<file path="config.mk">
export PLATFORM = sky130hd
export DESIGN_NAME = avg_row_summarizer_flat
export DESIGN_NICKNAME = d
export VERILOG_FILES = /design/src/rtl/avg_row_summarizer_if.sv /design/src/rtl/avg_row_summarizer.sv /design/src/flat_wrapper.sv
export SDC_FILE = /design/constraint.sdc
export NUM_CORES = 1
export LEC_CHECK = 0
export ABC_AREA = 1
export BUFFER_PORTS_ARGS = -buffer_cell sky130_fd_sc_hd__buf_2
export CELL_PAD_IN_SITES_DETAIL_PLACEMENT = 0
export CELL_PAD_IN_SITES_GLOBAL_PLACEMENT = 1
export CORE_UTILIZATION = 50
export DETAILED_ROUTE_END_ITERATION = 16
export PLACE_DENSITY = 0.95
export RECOVER_POWER = 50
export SLEW_MARGIN = 20
export SYNTH_ARGS = -nofsm -noshare
export SYNTH_HDL_FRONTEND = slang
export SYNTH_SLANG_ARGS = --single-unit
</file>
<file path="constraint.sdc">
create_clock -name clk -period 11.8 [get_ports clk]
set_clock_uncertainty 0.15 [all_clocks]
set_input_delay 1.18 -clock clk [delete_from_list [all_inputs] [get_ports clk]]
set_output_delay 1.18 -clock clk [all_outputs]
set_load 0.05 [all_outputs]
</file>
<file path="src/rtl/avg_row_summarizer_if.sv">
// Handshake bundle between the row-averaging stream, avg_row_summarizer and its consumer.
// Carries min_out only when ROW_MIN_EN is defined.
interface avg_row_summarizer_if #(
  parameter int COLS   = 8,
  parameter int ROWS   = 15,
  parameter int DATA_W = 8
);
  localparam int SUM_W = DATA_W + $clog2(COLS);
  localparam int RW    = (ROWS > 1) ? $clog2(ROWS) : 1;

  logic              in_valid;
  logic [DATA_W-1:0] in_data;
  logic              out_valid;
  logic              out_ready;
  logic [SUM_W-1:0]  sum_out;
  logic [DATA_W-1:0] max_out;
  logic [RW-1:0]     row_idx;
  logic              frame_done;
  logic              overflow;
`ifdef ROW_MIN_EN
  logic [DATA_W-1:0] min_out;
`endif

  modport slave (
    input  in_valid, in_data, out_ready,
    output out_valid, sum_out, max_out, row_idx, frame_done, overflow
`ifdef ROW_MIN_EN
    , output min_out
`endif
  );

  modport master (
    output in_valid, in_data, out_ready,
    input  out_valid, sum_out, max_out, row_idx, frame_done, overflow
`ifdef ROW_MIN_EN
    , input min_out
`endif
  );
endinterface

</file>
<file path="src/rtl/avg_row_summarizer.sv">
// Reduces each averaged row to {sum, max, row index} and buffers summaries in a FIFO.
// Optional row minimum is built when ROW_MIN_EN is defined.
module avg_row_summarizer #(
  parameter int COLS       = 8,
  parameter int ROWS       = 15,
  parameter int DATA_W     = 8,
  parameter int FIFO_DEPTH = 4
) (
  input  logic                clk,
  input  logic                reset,
  avg_row_summarizer_if.slave bus
);
  localparam int SUM_W = DATA_W + $clog2(COLS);
  localparam int CW    = (COLS > 1) ? $clog2(COLS) : 1;
  localparam int RW    = (ROWS > 1) ? $clog2(ROWS) : 1;
  localparam int AW    = $clog2(FIFO_DEPTH);
  localparam logic [CW-1:0] COL_LAST = CW'(COLS - 1);
  localparam logic [RW-1:0] ROW_LAST = RW'(ROWS - 1);
  localparam logic [AW:0]   CNT_FULL = (AW + 1)'(FIFO_DEPTH);

  function automatic logic [DATA_W-1:0] pix_max(input logic [DATA_W-1:0] a,
                                                input logic [DATA_W-1:0] b);
    return (a > b) ? a : b;
  endfunction

`ifdef ROW_MIN_EN
  function automatic logic [DATA_W-1:0] pix_min(input logic [DATA_W-1:0] a,
                                                input logic [DATA_W-1:0] b);
    return (a < b) ? a : b;
  endfunction
`endif

  // Stage p0: column/row tracking and per-row accumulation
  logic [CW-1:0]     col_p0;
  logic [RW-1:0]     row_p0;
  logic [SUM_W-1:0]  sum_acc_p0;
  logic [DATA_W-1:0] max_acc_p0;
  logic [SUM_W-1:0]  sum_nxt;
  logic [DATA_W-1:0] max_nxt;
  logic              first_pix;
  logic              push;
  logic              last_row;
`ifdef ROW_MIN_EN
  logic [DATA_W-1:0] min_acc_p0;
  logic [DATA_W-1:0] min_nxt;
`endif

  always_comb begin
    first_pix = (col_p0 == '0);
    sum_nxt   = first_pix ? SUM_W'(bus.in_data) : sum_acc_p0 + SUM_W'(bus.in_data);
    max_nxt   = first_pix ? bus.in_data : pix_max(max_acc_p0, bus.in_data);
`ifdef ROW_MIN_EN
    min_nxt   = first_pix ? bus.in_data : pix_min(min_acc_p0, bus.in_data);
`endif
    push      = bus.in_valid && (col_p0 == COL_LAST);
    last_row  = (row_p0 == ROW_LAST);
  end

  always_ff @(posedge clk or posedge reset) begin
    if (reset) begin
      col_p0     <= '0;
      row_p0     <= '0;
      sum_acc_p0 <= '0;
      max_acc_p0 <= '0;
`ifdef ROW_MIN_EN
      min_acc_p0 <= '0;
`endif
    end else if (bus.in_valid) begin
      sum_acc_p0 <= sum_nxt;
      max_acc_p0 <= max_nxt;
`ifdef ROW_MIN_EN
      min_acc_p0 <= min_nxt;
`endif
      if (col_p0 == COL_LAST) begin
        col_p0 <= '0;
        row_p0 <= last_row ? '0 : row_p0 + 1'b1;
      end else begin
        col_p0 <= col_p0 + 1'b1;
      end
    end
  end

  // Stage p1: summary FIFO; a full FIFO still accepts a push when the head pops
  logic [SUM_W-1:0]  mem_sum [FIFO_DEPTH];
  logic [DATA_W-1:0] mem_max [FIFO_DEPTH];
  logic [RW-1:0]     mem_row [FIFO_DEPTH];
  logic              mem_last[FIFO_DEPTH];
`ifdef ROW_MIN_EN
  logic [DATA_W-1:0] mem_min [FIFO_DEPTH];
`endif
  logic [AW-1:0]     wr_ptr;
  logic [AW-1:0]     rd_ptr;
  logic [AW:0]       cnt;
  logic              overflow_q;
  logic              vld_p1;
  logic              full;
  logic              pop;
  logic              wr_en;
  logic              drop;

  always_comb begin
    vld_p1 = (cnt != '0);
    full   = (cnt == CNT_FULL);
    pop    = vld_p1 && bus.out_ready;
    wr_en  = push && (!full || pop);
    drop   = push && full && !pop;
  end

  always_ff @(posedge clk or posedge reset) begin
    if (reset) begin
      wr_ptr     <= '0;
      rd_ptr     <= '0;
      cnt        <= '0;
      overflow_q <= 1'b0;
      for (int i = 0; i < FIFO_DEPTH; i++) begin
        mem_sum[i]  <= '0;
        mem_max[i]  <= '0;
        mem_row[i]  <= '0;
        mem_last[i] <= 1'b0;
`ifdef ROW_MIN_EN
        mem_min[i]  <= '0;
`endif
      end
    end else begin
      if (wr_en) begin
        mem_sum[wr_ptr]  <= sum_nxt;
        mem_max[wr_ptr]  <= max_nxt;
        mem_row[wr_ptr]  <= row_p0;
        mem_last[wr_ptr] <= last_row;
`ifdef ROW_MIN_EN
        mem_min[wr_ptr]  <= min_nxt;
`endif
        wr_ptr <= wr_ptr + 1'b1;
      end
      if (pop) rd_ptr <= rd_ptr + 1'b1;
      case ({wr_en, pop})
        2'b10:   cnt <= cnt + 1'b1;
        2'b01:   cnt <= cnt - 1'b1;
        default: cnt <= cnt;
      endcase
      if (drop) overflow_q <= 1'b1;
    end
  end

  assign bus.out_valid  = vld_p1;
  assign bus.sum_out    = mem_sum[rd_ptr];
  assign bus.max_out    = mem_max[rd_ptr];
  assign bus.row_idx    = mem_row[rd_ptr];
  assign bus.overflow   = overflow_q;
  // End of frame is signalled either by its summary leaving, or by it being lost
  assign bus.frame_done = (pop && mem_last[rd_ptr]) || (drop && last_row);
`ifdef ROW_MIN_EN
  assign bus.min_out    = mem_min[rd_ptr];
`endif
endmodule

</file>
<file path="src/flat_wrapper.sv">
// flat-port wrapper written by rule: the top's interface ports become plain ports
module avg_row_summarizer_flat 
#(
  parameter int COLS       = 8,
  parameter int ROWS       = 15,
  parameter int DATA_W     = 8,
  parameter int FIFO_DEPTH = 4
)
  (clk, reset, bus_in_valid, bus_in_data, bus_out_ready, bus_out_valid, bus_sum_out, bus_max_out, bus_row_idx, bus_frame_done, bus_overflow);
  avg_row_summarizer_if #(.COLS(COLS), .ROWS(ROWS), .DATA_W(DATA_W)) bus_i ();
  input  logic clk;
  input  logic reset;
  input wire logic [$bits(bus_i.in_valid)-1:0] bus_in_valid;
  input wire logic [$bits(bus_i.in_data)-1:0] bus_in_data;
  input wire logic [$bits(bus_i.out_ready)-1:0] bus_out_ready;
  output wire logic [$bits(bus_i.out_valid)-1:0] bus_out_valid;
  output wire logic [$bits(bus_i.sum_out)-1:0] bus_sum_out;
  output wire logic [$bits(bus_i.max_out)-1:0] bus_max_out;
  output wire logic [$bits(bus_i.row_idx)-1:0] bus_row_idx;
  output wire logic [$bits(bus_i.frame_done)-1:0] bus_frame_done;
  output wire logic [$bits(bus_i.overflow)-1:0] bus_overflow;
  assign bus_i.in_valid = bus_in_valid;
  assign bus_i.in_data = bus_in_data;
  assign bus_i.out_ready = bus_out_ready;
  assign bus_out_valid = bus_i.out_valid;
  assign bus_sum_out = bus_i.sum_out;
  assign bus_max_out = bus_i.max_out;
  assign bus_row_idx = bus_i.row_idx;
  assign bus_frame_done = bus_i.frame_done;
  assign bus_overflow = bus_i.overflow;
  avg_row_summarizer #(.COLS(COLS), .ROWS(ROWS), .DATA_W(DATA_W), .FIFO_DEPTH(FIFO_DEPTH)) u_core (.clk(clk), .reset(reset), .bus(bus_i));
endmodule
</file>
==> flow_summary.rst <==
.. list-table::
   :header-rows: 1

   * - Metric
     - Value
   * - Placed Cells
     - between 1,000 and 1,500
   * - Async SR Flop Fraction
     - between 90% and 100%
   * - Post-synthesis xor/xnor area fraction
     - less than 1%
   * - Fillcell total
     - 1,284
   * - Combined area of the multi-input logic cells
     - roughly 0.0032 mm^2
   * - I/O Buffers
     - 37
   * - #FFs+latches synth
     - 130
   * - Drt via density
     - 5.359
   * - Placer congestion estimate
     - a little over 0.8
   * - Net count of the mapped netlist
     - 906
   * - Count of unresolved DRC violations after routing
     - 0
   * - Data arrival at the endpoint of the critical path
     - approximately 5.6 ns
   * - Overall fraction of global-route tracks in use
     - between 20% and 30%
   * - Register area share after synthesis
     - 46.39%
   * - Pin count of the biggest net entering global routing
     - a little under 80
   * - Placeable Area
     - 0.01345 mm^2
   * - Bufs on Longest Clock Path
     - 2
   * - Setup repair after global routing missed its margin
     - no
   * - Total of warnings raised by yosys
     - 0
   * - Critical Path Sink Type
     - asynchronous set/reset pin
   * - Top cell type's share of synthesized area
     - between 40% and 50%
   * - Resized Gates After CTS
     - 0
   * - Post-layout net count
     - 929
   * - Main area contributors after synthesis
     - dfrtp_1 (46%), nand2_1 (15%), nand3_1 (6.7%)
   * - Synth Area per Inst
     - a little over 8 um^2
   * - CP Max Fanout
     - 77
   * - Full die area
     - 0.01450 mm^2
   * - Count of hold buffers inserted by post-cts repair
     - 0
   * - Fraction of synthesized area in multiplexers
     - 0%
   * - Site Rows
     - 42
   * - Achievable frequency
     - about 160 MHz
   * - Final number of hold-violating endpoints
     - 0
   * - Largest family of logic cells by synthesized area
     - simple AND/OR/NAND/NOR gates
   * - Data required time at the worst endpoint
     - between 10 and 15 ns
   * - Root Buffer Master
     - clkbuf_16
   * - # clock sinks
     - 130
   * - Total power per unit cell area
     - 302.9 mW/mm^2
   * - Post-synthesis instance area
     - 0.007013 mm^2
   * - Overall routed net length
     - around 17 mm
   * - Post CTS Setup Buffer Count
     - 0
   * - DRT antenna net count
     - 0
   * - Adder and majority cell fraction of the synthesized area
     - between 4 and 5%
   * - Post-Layout Cell Count
     - roughly 1,100
   * - Result of the run
     - complete, but fails checks
   * - Synthesized-area fraction occupied by ao, oa, aoi and oai cells
     - 10.01%
   * - DP Wirelength
     - 10.91 mm
   * - Setup-failing EPs final
     - 0
   * - Classification of the worst-slack hold path
     - reg -> reg
   * - Worst-skew pair later-pin latency
     - approximately 0.42 ns
   * - Initial antenna violation count
     - 0
   * - Ant. Diodes
     - 0
   * - Flip-flop cell with the highest count after synthesis
     - dfrtp_1
   * - Pins Over Slew Limit
     - between 100 and 150
   * - Area growth from synthesis to final layout
     - 9.795%
   * - Synth top cells by count
     - nand2_1 (286), dfrtp_1 (130), nand3_1 (94), inv_1 (65), nor2_1 (63)
   * - First-pass GRT wire length
     - 28.18 mm
   * - Inserted Clock Buffers
     - 17
   * - H-tree depth
     - 4
   * - Final Cell Area
     - 0.007700 mm^2
   * - Minimum period implied by the final worst setup slack
     - 6.164 ns
   * - Relative slew margins
     - -170.6%
   * - Total of max-cap violations
     - 2
   * - Routed length per placed instance
     - 15.92 um
   * - Post-place instance area
     - ~0.0072 mm^2
   * - Total gr overflow
     - 0
   * - Sum Neg Setup Slack
     - 0 ns
   * - Clock-pin slew of the registers on the worst-case setup and hold paths
     - approximately 0.060 ns
   * - Core Util, Final
     - ~57%
   * - Leakage
     - 4.166 nW
   * - CTS tree
     - built
   * - Post-synthesis instance total
     - a little under 900
   * - Transition time at the pin with the least slew margin
     - 4.060 ns
   * - X dimension of the die
     - between 100 and 150 um
   * - Via count of the routed design
     - approximately 5,800
   * - Fraction of final layout cells with drive strength greater than 1
     - 11.18%
   * - Count leader, synth
     - nand2_1
   * - Final clock period utilization by the worst path
     - between 50% and 60%
   * - Maximum VDD drop
     - 156.3 uV
   * - Vias in the first global route
     - around 5,500
   * - Synth area leader
     - dfrtp_1
   * - Height of the die
     - 120.4 um
   * - Number of enable flip-flop cells after synthesis
     - 0
   * - CP Class
     - in -> async
   * - Netlist cell types
     - 37
   * - Count of TritonRoute iterations in the first routing pass
     - 4
   * - Final hold slack
     - between 0.3 and 0.4 ns
   * - Register area
     - 0.003253 mm^2
   * - Violated checks
     - max-capacitance violations, max-slew violations
   * - Count of pins on the block boundary
     - 38
   * - Area fraction in and, or, nand and nor cells after synthesis
     - a little over 30%
   * - Sort of element at the start of the critical path
     - input pin
   * - 1st-iter DRT viols
     - 332
   * - Starting density of the core
     - around 52%
[registers in the layout (all words and copies together) (netlist names), 3 cells and up]
signal and cells:
u_core.max_acc_p0 8, u_core.cnt 3, u_core.mem_last 4, u_core.mem_max 32
u_core.sum_acc_p0 11, u_core.mem_row 16, u_core.mem_sum 44, u_core.col_p0 3
u_core.row_p0 4
[layout by cell type, fill, tap and decap left out, drive strengths merged]
cell type	instances
o22ai	23
buf	38
nand3b	2
ha	23
a21oi	11
o21a	1
o21ai	81
o31ai	1
bufinv	2
a21o	1
nor4	1
dfrtp	130
inv	69
nor2	68
a21boi	1
nand4	14
nand3	95
xor2	6
o21bai	1
clkinv	6
clkinvlp	2
or2	1
fa	2
nand2	299
clkbuf	25
[through the flow]
stage | power, mW | worst slack, ns
6_report | 2.332 | 5.636
5_1_grt | 2.489 | 4.374
4_1_cts | 2.335 | 7.688
3_5_place_dp | 1.834 | 8.099
3_3_place_gp | 1.817 | 8.111
2_1_floorplan | 1.584 | 7.001
[cell type report]
type / count / area share [%]
inverter: 72 / 3.640
clock inverter: 7 / 1.105
timing repair buffer: 40 / 2.632
multi-input combinational: 631 / 41.57
sequential: 130 / 42.25
tap: 176 / 2.860
clock buffer: 23 / 5.947
[layer usage]
layer / share of wire [%] / track usage (%) / vias up
met2: 49 / 41.59 / 125
met5: 0 / 0 / -
li1: - / - / 2872
met4: 0.75 / 6.559 / 0
met1: 47 / 34.11 / 2774
met3: 4.0 / 5.849 / 11
[kinds of logic (layout without fill, tap and decap cells)]
| family | count (synthesis) | after routing |
|---|---|---|
| DFF | 130 | 130 |
| adders and majority gates | 25 | 25 |
| xor gates and xnor gates | 6 | 6 |
| and+or+nand+nor | 480 | 480 |
| AOI/OAI and AO/OA | 120 | 120 |
| buffers and inverters | 108 | 142 |
[worst max-delay path, stage by stage]
cell and delay [ns]:
buf_2 0.10, clkinvlp_2 1.30, clkbuf_1 2.92
[report_power, final]
part	internal, mW	switching [mW]
Combinational	0.304	0.793
Sequential	0.622	0.119
Clock	0.311	0.183
Total	1.24	1.10
[final timing paths]
kind                                    startpoint                  to  slack (ns)  cells after the start
worst min-delay path            u_core.mem_sum[11]  u_core.mem_sum[11]        0.32                      2
max in group clk                      bus_in_valid      bus_frame_done        7.28                      4
worst max register to register    u_core.col_p0[0]   u_core.mem_sum[6]        8.66                      9
min in group asynchronous                    reset   u_core.mem_row[1]        1.22                      2
worst min register to register  u_core.mem_sum[11]  u_core.mem_sum[11]        0.32                      2
worst max-delay path                         reset  u_core.mem_sum[36]        5.64                      3
Note: power is estimated with default switching activity, not from simulation.
